`src/rtl/uart_tx_scheduler_if.sv`:
```
// FIFO-side and transmitter-side handshake bundle for the UART TX scheduler.
// master = scheduler, slave = FIFO/transmitter side.
interface uart_tx_scheduler_if;
    logic       fifo_empty;
    logic [7:0] fifo_rdata;
    logic       fifo_ren;
    logic [7:0] tx_data;
    logic       tx_valid;
    logic       tx_busy;
    logic       tx_done;

    modport master (
        input  fifo_empty,
        input  fifo_rdata,
        input  tx_busy,
        input  tx_done,
        output fifo_ren,
        output tx_data,
        output tx_valid
    );

    modport slave (
        output fifo_empty,
        output fifo_rdata,
        output tx_busy,
        output tx_done,
        input  fifo_ren,
        input  tx_data,
        input  tx_valid
    );
endinterface

```
`src/rtl/uart_tx_scheduler.sv`:
```
// Pops bytes from the TX FIFO and offers them to the UART transmitter,
// gated by synchronised CTS, with flush handling and status reporting.
module uart_tx_scheduler #(
    parameter logic [15:0] CtsTimeout = 16'd65535
) (
    input  logic                        clk,
    input  logic                        rst,
    input  logic                        cts,
    input  logic                        use_flow_control,
    input  logic                        flush,
    uart_tx_scheduler_if.master         bus,
    output logic [15:0]                 sent_count,
    output logic                        cts_stall,
    output logic                        idle
);

    typedef enum logic [1:0] {
        ST_IDLE,
        ST_LOAD,
        ST_SEND,
        ST_GAP
    } state_t;

    state_t      state_q, state_d;
    logic        cts_meta_q, cts_meta_d;
    logic        cts_sync_q, cts_sync_d;
    logic        fifo_ren_q, fifo_ren_d;
    logic        tx_valid_q, tx_valid_d;
    logic [7:0]  tx_data_q, tx_data_d;
    logic [15:0] sent_count_q, sent_count_d;
    logic [15:0] stall_cnt_q, stall_cnt_d;
    logic        cts_stall_q, cts_stall_d;
    logic        idle_q, idle_d;
    logic        cts_ok;
    logic        start;

    assign cts_ok = !use_flow_control || cts_sync_q;
    assign start  = !bus.fifo_empty && cts_ok && !flush;

    // Two-stage synchroniser for the asynchronous CTS pin.
    always_comb begin
        cts_meta_d = cts;
        cts_sync_d = cts_meta_q;
    end

    // Scheduler FSM next state and registered handshake outputs.
    always_comb begin
        state_d      = state_q;
        fifo_ren_d   = 1'b0;
        tx_valid_d   = tx_valid_q;
        tx_data_d    = tx_data_q;
        sent_count_d = sent_count_q;
        unique case (state_q)
            ST_IDLE: begin
                if (start) begin
                    tx_data_d  = bus.fifo_rdata;
                    fifo_ren_d = 1'b1;
                    tx_valid_d = 1'b1;
                    state_d    = ST_LOAD;
                end
            end
            ST_LOAD: begin
                // Acceptance beats a same-cycle flush: the byte is committed.
                if (bus.tx_busy) begin
                    tx_valid_d = 1'b0;
                    state_d    = ST_SEND;
                end else if (flush) begin
                    tx_valid_d = 1'b0;
                    state_d    = ST_IDLE;
                end
            end
            ST_SEND: begin
                if (bus.tx_done) begin
                    sent_count_d = sent_count_q + 16'd1;
                    state_d      = ST_GAP;
                end
            end
            ST_GAP: begin
                if (!bus.tx_busy) begin
                    state_d = ST_IDLE;
                end
            end
            default: begin
                tx_valid_d = 1'b0;
                state_d    = ST_IDLE;
            end
        endcase
        idle_d = (state_d == ST_IDLE);
    end

    // CTS stall counter and sticky stall flag.
    always_comb begin
        stall_cnt_d = stall_cnt_q;
        if (flush || bus.fifo_empty || cts_ok) begin
            stall_cnt_d = 16'd0;
        end else if (state_q == ST_IDLE && stall_cnt_q != CtsTimeout) begin
            stall_cnt_d = stall_cnt_q + 16'd1;
        end
        if (flush) begin
            cts_stall_d = 1'b0;
        end else begin
            cts_stall_d = cts_stall_q || (stall_cnt_d == CtsTimeout);
        end
    end

    // State and output registers.
    always_ff @(posedge clk or posedge rst) begin
        if (rst) begin
            state_q      <= ST_IDLE;
            cts_meta_q   <= 1'b0;
            cts_sync_q   <= 1'b0;
            fifo_ren_q   <= 1'b0;
            tx_valid_q   <= 1'b0;
            tx_data_q    <= 8'h00;
            sent_count_q <= 16'd0;
            stall_cnt_q  <= 16'd0;
            cts_stall_q  <= 1'b0;
            idle_q       <= 1'b1;
        end else begin
            state_q      <= state_d;
            cts_meta_q   <= cts_meta_d;
            cts_sync_q   <= cts_sync_d;
            fifo_ren_q   <= fifo_ren_d;
            tx_valid_q   <= tx_valid_d;
            tx_data_q    <= tx_data_d;
            sent_count_q <= sent_count_d;
            stall_cnt_q  <= stall_cnt_d;
            cts_stall_q  <= cts_stall_d;
            idle_q       <= idle_d;
        end
    end

    assign bus.fifo_ren = fifo_ren_q;
    assign bus.tx_valid = tx_valid_q;
    assign bus.tx_data  = tx_data_q;
    assign sent_count   = sent_count_q;
    assign cts_stall    = cts_stall_q;
    assign idle         = idle_q;

endmodule

```
`src/flat_wrapper.sv`:
```
// flat-port wrapper written by rule: the top's interface ports become plain ports
module uart_tx_scheduler_flat 
#(
    parameter logic [15:0] CtsTimeout = 16'd65535
)
  (clk, rst, cts, use_flow_control, flush, sent_count, cts_stall, idle, bus_fifo_empty, bus_fifo_rdata, bus_tx_busy, bus_tx_done, bus_fifo_ren, bus_tx_data, bus_tx_valid);
  uart_tx_scheduler_if bus_i ();
  input  logic clk;
  input  logic rst;
  input  logic cts;
  input  logic use_flow_control;
  input  logic flush;
  output logic [15:0] sent_count;
  output logic cts_stall;
  output logic idle;
  input wire logic [$bits(bus_i.fifo_empty)-1:0] bus_fifo_empty;
  input wire logic [$bits(bus_i.fifo_rdata)-1:0] bus_fifo_rdata;
  input wire logic [$bits(bus_i.tx_busy)-1:0] bus_tx_busy;
  input wire logic [$bits(bus_i.tx_done)-1:0] bus_tx_done;
  output wire logic [$bits(bus_i.fifo_ren)-1:0] bus_fifo_ren;
  output wire logic [$bits(bus_i.tx_data)-1:0] bus_tx_data;
  output wire logic [$bits(bus_i.tx_valid)-1:0] bus_tx_valid;
  assign bus_i.fifo_empty = bus_fifo_empty;
  assign bus_i.fifo_rdata = bus_fifo_rdata;
  assign bus_i.tx_busy = bus_tx_busy;
  assign bus_i.tx_done = bus_tx_done;
  assign bus_fifo_ren = bus_i.fifo_ren;
  assign bus_tx_data = bus_i.tx_data;
  assign bus_tx_valid = bus_i.tx_valid;
  uart_tx_scheduler #(.CtsTimeout(CtsTimeout)) u_core (.clk(clk), .rst(rst), .cts(cts), .use_flow_control(use_flow_control), .flush(flush), .bus(bus_i), .sent_count(sent_count), .cts_stall(cts_stall), .idle(idle));
endmodule
```
`config.mk`:
```
export PLATFORM = sky130hd
export DESIGN_NAME = uart_tx_scheduler_flat
export DESIGN_NICKNAME = d
export VERILOG_FILES = /design/src/rtl/uart_tx_scheduler_if.sv /design/src/rtl/uart_tx_scheduler.sv /design/src/flat_wrapper.sv
export SDC_FILE = /design/constraint.sdc
export NUM_CORES = 1
export LEC_CHECK = 0
export BUFFER_PORTS_ARGS = -buffer_cell sky130_fd_sc_hd__buf_4
export CAP_MARGIN = 20
export CELL_PAD_IN_SITES_DETAIL_PLACEMENT = 1
export CELL_PAD_IN_SITES_GLOBAL_PLACEMENT = 2
export CORE_ASPECT_RATIO = 1.5
export CORE_MARGIN = 1.5
export CORE_UTILIZATION = 34
export CTS_BUF_LIST = sky130_fd_sc_hd__clkbuf_16
export DETAILED_ROUTE_END_ITERATION = 8
export PLACE_DENSITY = 0.89
export SLEW_MARGIN = 15
export SYNTH_ARGS = -nofsm -noshare
export SYNTH_HDL_FRONTEND = slang
export SYNTH_SLANG_ARGS = --single-unit
```
`constraint.sdc`:
```
create_clock -name clk -period 2.6 [get_ports clk]
set_input_delay 0.52 -clock clk [delete_from_list [all_inputs] [get_ports clk]]
set_output_delay 0.52 -clock clk [all_outputs]
set_load 0.01 [all_outputs]
```
# After elaboration in Yosys (flattened, before gate mapping)

Index checks and enable logic that the tools add are counted.

Register bits after elaboration: 48
Logic and storage cells: 50

Add/sub/neg operators: 2
Equal/unequal tests: 7
Muxes and demuxes: 15
Reductions and logical operators: 16

Operator list:

| operator                | number |
|---|---|
| $add A16 B1 Y16 const B | 2 |
| $mux W16                | 2 |
| $eq A16 B16 Y1 const B  | 1 |
| $ne A16 B16 Y1 const B  | 1 |
| $mux W2                 | 5 |
| $pmux W2 S4             | 1 |
| $mux W1                 | 6 |
| $eq A2 B2 Y1 const B    | 2 |
| $logic_not A2 Y1        | 2 |
| $logic_or A1 B1 Y1      | 4 |
| $reduce_and A2 Y1       | 2 |
| $logic_and A1 B1 Y1     | 3 |
| $logic_not A1 Y1        | 3 |
| $ne A3 B3 Y1 const B    | 1 |
| $reduce_and A3 Y1       | 1 |
| $eq A2 B1 Y1 const B    | 1 |
| $ne A2 B1 Y1 const B    | 1 |
| $pmux W1 S2             | 1 |
| $reduce_bool A2 Y1      | 1 |

# Longest topological paths before layout

Gate-level depths: netlist of run 1.

Depth after elaboration: 7
Gate-level depth with buffers: 9
Mapped depth without buffers: 7

# Worst setup path before layout of run 1

Ideal clock, no wire load.

Path kind: reg2reg
Start: reg u_core.stall_cnt_q[0]
End: reg u_core.cts_stall_q, in the netlist u_core.cts_stall
Library setup time: 0.096 ns
Arrival: 2.082 ns
Required time: 2.504 ns
Setup slack: 0.423 ns
Cell stages (with the launch flop): 8
Buffers on the path: 0
Path through: dfrtp_1 > ha_1 > nand4_4 > or4_1 > or3_1 > a21oi_2 > nand2_1 > o32ai_2

Word-level cells in the longest chain between the ends: 7
Elaborated cells on any way between the ends: 8
Classes of those cells: add/sub: 1; eq/ne: 2; mux: 3; reduce/logical: 2

RTL lines:

| item                                                                    | RTL line                 | RTL |
|---|---|---|
| from (decl)                                                             | uart_tx_scheduler.sv:31  | `logic [15:0] stall_cnt_q, stall_cnt_d;` |
| from (signal assigned)                                                  | uart_tx_scheduler.sv:127 | `stall_cnt_q <= stall_cnt_d;` |
| parallel branches: the longest is 2 deep, another holds $add A16 B1 Y16 | --                       |  |
| $mux W16 *                                                              | uart_tx_scheduler.sv:96  | `end else if (state_q == ST_IDLE && stall_cnt_q != CtsTimeout) begin` |
| $mux W16 *                                                              | uart_tx_scheduler.sv:94  | `if (flush \|\| bus.fifo_empty \|\| cts_ok) begin` |
| via u_core.stall_cnt_d[10]                                              | uart_tx_scheduler.sv:31  |  |
| $eq A16 B16 Y1 *                                                        | uart_tx_scheduler.sv:102 | `cts_stall_d = cts_stall_q \|\| (stall_cnt_d == CtsTimeout);` |
| $logic_or A1 B1 Y1 *                                                    | uart_tx_scheduler.sv:102 |  |
| $mux W1 *                                                               | uart_tx_scheduler.sv:99  | `if (flush) begin` |
| via u_core.cts_stall_d                                                  | uart_tx_scheduler.sv:32  | `logic cts_stall_q, cts_stall_d;` |
| to (signal assigned)                                                    | uart_tx_scheduler.sv:128 | `cts_stall_q <= cts_stall_d;` |
| to (decl)                                                               | uart_tx_scheduler.sv:32  |  |

Mark *: on every way through the listed nets, which the timed path passes.
A chain may end at the register's enable or synchronous reset.

# Worst setup path after layout of run 1

Same ends and word-level chain as after synthesis.

==> results of run 1 <==
worst register-to-register path, cell delays in order (launching register included):
cell and delay (ns):
dfrtp_1 0.41, ha_1 0.29, nand4_4 0.17, or3_1 0.40, or3_1 0.32, a21oi_1 0.19, nand4_1 0.20, o32ai_2 0.31
stage by stage:
stage	total power, W	hold slack [ns]	util (%)	setup slack (ns)
6_report	0.002319	0.2782	44.21	0.2105
3_3_place_gp	0.001568	0.3358	41.57	0.3210
2_1_floorplan	0.001317	0.3312	-	0.4228
4_1_cts	0.002350	0.3072	44.21	0.1816
5_1_grt	0.002439	0.3288	44.21	0.05411
3_5_place_dp	0.001586	0.3358	41.57	0.1884
layout make-up:
type	count	area [um^2]	area share (%)
clock inverters	3	47.55	1.646
flip-flops and latches	48	1202	41.64
inverters	8	30.03	1.040
repair buffers	49	367.9	12.74
clock buffers	5	125.1	4.333
multi-input cells	160	1020	35.31
well taps	76	95.09	3.293
logic make-up after synthesis:
| group | after synthesis | synth area share [%] |
|---|---|---|
| AOI/OAI and AO/OA | 25 | 7.135 |
| xor gates and xnor gates | 21 | 8.007 |
| DFF | 48 | 52.34 |
| adders and majority gates | 2 | 1.089 |
| and+or+nand+nor | 108 | 25.82 |
| buffers and inverters | 13 | 3.268 |
| muxes | 4 | 2.342 |
sequential cells by signal (all words and copies together) (netlist names):
register	cells
u_core.sent_count	16
u_core.stall_cnt_q	16
u_core.bus.tx_data	8
u_core.state_q	2
u_core.bus.fifo_ren	1
u_core.bus.tx_valid	1
u_core.cts_meta_q	1
u_core.cts_stall	1
u_core.cts_sync_q	1
u_core.idle	1
where the power goes:
part / internal (W) / switching [W] / total [W]
Sequential: 0.000884 / 0.000119 / 0.00100
Clock: 0.000457 / 0.000297 / 0.000755
Combinational: 0.000282 / 0.000279 / 0.000561
Total: 0.00162 / 0.000695 / 0.00232
routing by layer:
metal | up-vias | part of all wire, % | track usage, %
met3 | 13 | 3.4 | 3.016
met1 | 885 | 41 | 18.76
met4 | 0 | 3.2 | 7.692
met5 | - | 0 | 0
li1 | 873 | - | -
met2 | 43 | 52 | 28.30
cells in the final DEF, fill, tap and decap left out, types with 2 or more instances in the layout:
master / instances
nand2_1: 36
a21oi_2: 3
or4_1: 5
nor2_1: 13
dfrtp_1: 47
ha_1: 2
nand3b_1: 2
and3_1: 3
buf_4: 49
inv_1: 6
xor2_1: 7
nor3b_1: 2
nand4_1: 7
nand3_1: 10
clkinv_4: 2
o31ai_1: 2
a21oi_1: 6
o21ai_0: 9
xnor2_1: 14
nor4_1: 2
nor4b_1: 2
mux2i_1: 2
nor3_1: 5
and2_1: 2
or3_1: 7
clkbuf_16: 5
worst paths after layout:
kind | to | slack, ns | depth (start not counted) | start
worst max-delay path | u_core.cts_stall | 0.21 | 7 | u_core.stall_cnt_q[0]
worst min-delay path | u_core.sent_count[4] | 0.28 | 2 | rst
worst max register to register | u_core.cts_stall | 0.21 | 7 | u_core.stall_cnt_q[0]
worst min register to register | u_core.cts_sync_q | 0.35 | 0 | u_core.cts_meta_q
max in group asynchronous | u_core.stall_cnt_q[1] | 1.73 | 3 | rst
min in group clk | u_core.cts_meta_q | 0.34 | 1 | cts
==> out/qor.yml, run 1 <==
run_status:
  status: "completed"
synthesis:
  yosysTopAreaCellShare_pct: 51.20
  synth.cell_area_um2: 2297
  yosysTopAreaCell: "dfrtp_1"
  synth-warning-count: 0
  post-synth-top-count-cell: "dfrtp_1"
  ys_seq_area_share_pct: 52.34
  postSynthCellCount: 221
  ys_ff_latch: 48
  async_flop_share_pct: 100.0
  synth_area_leaders: "dfrtp_1 51%, nand2_1 5.9%, xnor2_1 5.3%, xor2_1 2.7%, nand3_1 2.2%"
  syn_area_per_cell_um2: 10.39
  syn_nets: 239
  synth_cell_types: 47
  synth_commonest_cells: "47 x dfrtp_1, 36 x nand2_1, 14 x xnor2_1, 13 x nor2_1, 10 x nand3_1"
  synth_edf_count: 0
  synth_flop_cell: "dfrtp_1"
grt:
  overflow: 0
  antenna_found_initial: 0
  first_global_vias: 2038
  grt_usage_pct: 16.19
  grt_pass1_wl_um: 9563
  grt_max_degree: 27
critical_path:
  cp_top_family: "simple AND/OR/NAND/NOR gates"
  path_common_cell: "or3_1"
  cp_slowest_cell: "dfrtp_1"
  critPathMaxFanout: 7
  crit_required_ns: 2.80
  critPathKind: "flip-flop to flip-flop"
  cp-start-kind: "flip-flop"
  cp_num_buf_inv: 0
  cpPeakStageDelay_ns: 0.41
  end_kind: "flip-flop"
  crit_arrival_ns: 2.59
  path_cells: "ha_1, nand4_4, or3_1, or3_1, a21oi_1, nand4_1, o32ai_2"
final_layout:
  area_delta_synth_final_pct: 25.71
  fill_cells: 730
  layout-drive-gt1-share_pct: 25.64
  nets: 290
  n_antenna_cell: 0
  stdcell_area_um2: 2888
  final_cells: 349
routing:
  first_iter_violations: 40
  num_vias: 1814
  drc: 0
  drtAntennaViolNets: 0
  routed_wl_um: 5478
  avgViaCountPerCell: 5.198
  dr.pass1.iters: 4
  avgRoutedWirePerCell_um: 15.70
floorplanning:
  initial_core_util_pct: 35.17
  rows: 36
  die_area_um2: 7269
  core_um2: 6531
  die_x_um: 70.12
  io-pin-count: 44
  fp.dieH_um: 103.7
place:
  portBuffers: 43
  placedCellCount: 341
  gp_congestion: 0.8067
  placed_area_um2: 2715
  hpwl_um: 3960
timing:
  skew_ns: 0.006945
  finalSetupViolations: 0
  rsz0062_at_grt: "no"
  fmax_mhz: 418.5
  drv_slew: 0
  post-route-period-util_pct: 91.90
  slew_headroom_pct: 63.47
  hold_viol_final: 0
  fin_tns_setup_ns: 0
  min_period_ns: 2.389
  worst-slew-pin-transition_ns: 0.5471
clocking:
  clock_latency_ns: 0.29
  cts-root-buf: "clkbuf_16"
  cts.sinks: 48
  clk_pin_slew_ns: 0.07
  cts_hold_buf: 0
  postCtsSetupRepairBufs: 0
  cts_max_level: 2
  cts_buffer_depth: 2
  numCtsBuffers: 5
  cts_resized: 0
  cts_tree: "done"
pwr:
  peakVddDrop_mv: 0.3824
  total_leakage_power_nw: 1.297
  powerDensity_nw_per_um2: 802.9
hold_path:
  min_path_type: "input pin to async pin"
run:
  cap_violations: 0
Note: power is estimated with default switching activity, not from simulation.
==> inputs of run 2 (changes only) <==
--- a/config.mk
+++ b/config.mk
@@ -11,10 +11,10 @@
 export CELL_PAD_IN_SITES_GLOBAL_PLACEMENT = 2
 export CORE_ASPECT_RATIO = 1.5
 export CORE_MARGIN = 1.5
-export CORE_UTILIZATION = 34
+export CORE_UTILIZATION = 37
 export CTS_BUF_LIST = sky130_fd_sc_hd__clkbuf_16
 export DETAILED_ROUTE_END_ITERATION = 8
-export PLACE_DENSITY = 0.89
+export PLACE_DENSITY = 0.94
 export SLEW_MARGIN = 15
 export SYNTH_ARGS = -nofsm -noshare
 export SYNTH_HDL_FRONTEND = slang
==> constraint.sdc (replaced) <==
create_clock -name clk -period 3.1 [get_ports clk]
set_input_delay 0.62 -clock clk [delete_from_list [all_inputs] [get_ports clk]]
set_output_delay 0.62 -clock clk [all_outputs]
set_load 0.01 [all_outputs]
==> run 2 against run 1 <==
  * Sequential share of layout area rose by 0.47 points
  * Largest power group unchanged
  * Worst setup slack improved by 0.40 ns
  * Final area fell by 1.1%
  * Sequential power fell by 15%
  * First-iteration DRC count rose by 30%
  * Via count fell by 0.77%
  * Critical path type unchanged
  * Register-to-register slack improved by 0.40 ns
  * Cell count fell by 1.7%
  * Die area fell by 7.8%
==> out/qor.yml, run 2 (synthesized netlist as in run 1, its figures left out) <==
grt:
  overflow: 0  # unchanged
  grt_max_degree: 49  # was 27
  grt_pass1_wl_um: 9301  # was 9563 um
  first_global_vias: 1977  # was 2038
  antenna_found_initial: 0  # unchanged
  grt_usage_pct: 18.28  # was 16.19%
  met2_usage_pct: 31.53  # was 28.30%
  gr-max-usage-layer: "met2"  # unchanged
  use_met1_pct: 21.44  # was 18.76%
  use_met3_pct: 4.412  # was 3.016%
clocking:
  cts.sinks: 48  # unchanged
  clock_latency_ns: 0.29  # about the same
  numCtsBuffers: 5  # unchanged
  cts-root-buf: "clkbuf_16"  # unchanged
  postCtsSetupRepairBufs: 0  # unchanged
  cts_tree: "done"  # unchanged
  clk_pin_slew_ns: 0.07  # about the same
  cts_resized: 0  # unchanged
  cts_max_level: 2  # unchanged
  cts_hold_buf: 0  # unchanged
  cts_buffer_depth: 2  # unchanged
critical_path:
  critPathMaxFanout: 16  # was 7
  regToRegEndpoint: "u_core.cts_stall"  # unchanged
  cp-start-kind: "flip-flop"  # unchanged
  cpPeakStageDelay_ns: 0.52  # was 0.41 ns
  reg2reg_slack_ns: 0.61  # was 0.21 ns
  crit_required_ns: 3.30  # was 2.80 ns
  r2r_cells: 8  # was 7
  reg2reg_from: "u_core.stall_cnt_q[0]"  # unchanged
  cp_slowest_cell: "nor4_2"  # was dfrtp_1
  cp_num_buf_inv: 1  # was 0
  critPathKind: "flip-flop to flip-flop"  # unchanged
  path_cells: "ha_1, nand4_4, nor4_2, buf_4, o21ai_0, a21oi_1, nand4_1, o32ai_2"  # was ha_1, nand4_4, or3_1, or3_1, a21oi_1, nand4_1, o32ai_2
  crit_arrival_ns: 2.69  # was 2.59 ns
  cp_top_family: "simple AND/OR/NAND/NOR gates"  # unchanged
  end_kind: "flip-flop"  # unchanged
timing:
  skew_ns: 0.006412  # was 0.006945 ns
  finalSetupViolations: 0  # unchanged
  post-route-period-util_pct: 80.25  # was 91.90%
  rsz0062_at_grt: "no"  # unchanged
  min_period_ns: 2.488  # was 2.389 ns
  hold_viol_final: 0  # unchanged
  drv_slew: 0  # unchanged
  slew_headroom_pct: 43.88  # was 63.47%
  worst-slew-pin-transition_ns: 0.8409  # was 0.5471 ns
  fin_tns_setup_ns: 0  # unchanged
  fmax_mhz: 402.0  # was 418.5 MHz
run:
  cap_violations: 0  # unchanged
floorplanning:
  io-pin-count: 44  # unchanged
  core_um2: 6087  # was 6531 um^2
  initial_core_util_pct: 37.74  # was 35.17%
  die_x_um: 67.34  # was 70.12 um
  die_area_um2: 6700  # was 7269 um^2
  rows: 35  # was 36
  fp.dieH_um: 99.51  # was 103.7 um
pwr:
  clkPwrFrac_pct: 32.9  # was 32.5%
  peakVddDrop_mv: 0.4365  # was 0.3824 mV
  netSwitchingFraction_pct: 29.85  # was 29.98%
  p_sw_w: 0.0005742  # was 0.0006952 W
  total_leakage_power_nw: 1.274  # was 1.297 nW
  power_frac_seq_pct: 43.9  # was 43.3%
  intPower_w: 0.001350  # was 0.001623 W
  powerDensity_nw_per_um2: 673.8  # was 802.9 nW/um^2
  p_comb_share_pct: 23.2  # was 24.2%
routing:
  drtAntennaViolNets: 0  # unchanged
  first_iter_violations: 52  # was 40
  routed_wl_um: 5333  # was 5478 um
  num_vias: 1800  # was 1814
  avgViaCountPerCell: 5.248  # was 5.198
  avgRoutedWirePerCell_um: 15.55  # was 15.70 um
  dr.pass1.iters: 4  # unchanged
  drc: 0  # unchanged
final_layout:
  layout_commonest_cell: "dfrtp_1"  # was buf_4
  layout_common_cells: "47 x dfrtp_1, 45 x buf_4, 36 x nand2_1"  # was 49 x buf_4, 47 x dfrtp_1, 36 x nand2_1
  n_antenna_cell: 0  # unchanged
  layout-drive-gt1-share_pct: 24.54  # was 25.64%
  area_delta_synth_final_pct: 24.29  # was 25.71%
  multi_input_area_um2: 1020  # unchanged
  fin_util_pct: 46.91  # was 44.21%
  fill_cells: 694  # was 730
  nets: 286  # was 290
  regArea_um2: 1202  # unchanged
hold_path:
  worstHoldPathCells: 0
  min-delay-start: "u_core.cts_meta_q"
  min_path_type: "flip-flop to flip-flop"  # was input pin to async pin
  hold_end: "u_core.cts_sync_q"
run_status:
  status: "completed"  # unchanged
place:
  portBuffers: 43  # unchanged
  gp_congestion: 0.8072  # was 0.8067
  hpwl_um: 3887  # was 3960 um
-- run 2: area by class of cell --
cell class / count / share of cell area (%)
clock inverter: 3 / 1.621
timing repair buffer: 45 / 11.83
inverter: 8 / 1.096
clock buffer: 5 / 4.382
tap: 74 / 3.243
multi-input combinational: 160 / 35.71
sequential: 48 / 42.11
-- run 2: metal layers --
metal	part of all wire [%]	wire length, um
met5	0	0
met4	1.4	76
met3	3.8	205
met2	54	2888
met1	41	2163
-- run 2: worst max path at each step --
stage	startpoint	endpoint	slack, ns	depth (start not counted)
after floorplan	u_core.stall_cnt_q[0]	u_core.cts_stall	0.92	7
after global placement	u_core.stall_cnt_q[0]	u_core.cts_stall	0.73	8
after detailed placement	u_core.stall_cnt_q[1]	u_core.cts_stall	0.59	8
after CTS	u_core.stall_cnt_q[0]	u_core.cts_stall	0.59	8
after global routing	u_core.stall_cnt_q[0]	u_core.cts_stall	0.47	8
final	u_core.stall_cnt_q[0]	u_core.cts_stall	0.61	8
-- run 2: stage by stage --
step	worst slack [ns]	std cells	cell area, um^2	power [W]	hold WS [ns]
2_1_floorplan	0.9228	221	2297	0.001104	0.3312
3_3_place_gp	0.7347	335	2683	0.001299	0.3412
3_5_place_dp	0.5881	335	2683	0.001314	0.3357
4_1_cts	0.5871	343	2854	0.001958	0.3613
5_1_grt	0.4737	343	2855	0.002035	0.3669
6_report	0.6123	343	2855	0.001924	0.3587
-- run 2: power groups by stage --
stage          logic, W  clock network [W]  registers, W
6_report       0.000447           0.000632      0.000845
5_1_grt        0.000501           0.000670      0.000864
4_1_cts        0.000460           0.000650      0.000848
3_5_place_dp   0.000456                  0      0.000858
3_3_place_gp   0.000443                  0      0.000856
2_1_floorplan  0.000232                  0      0.000872
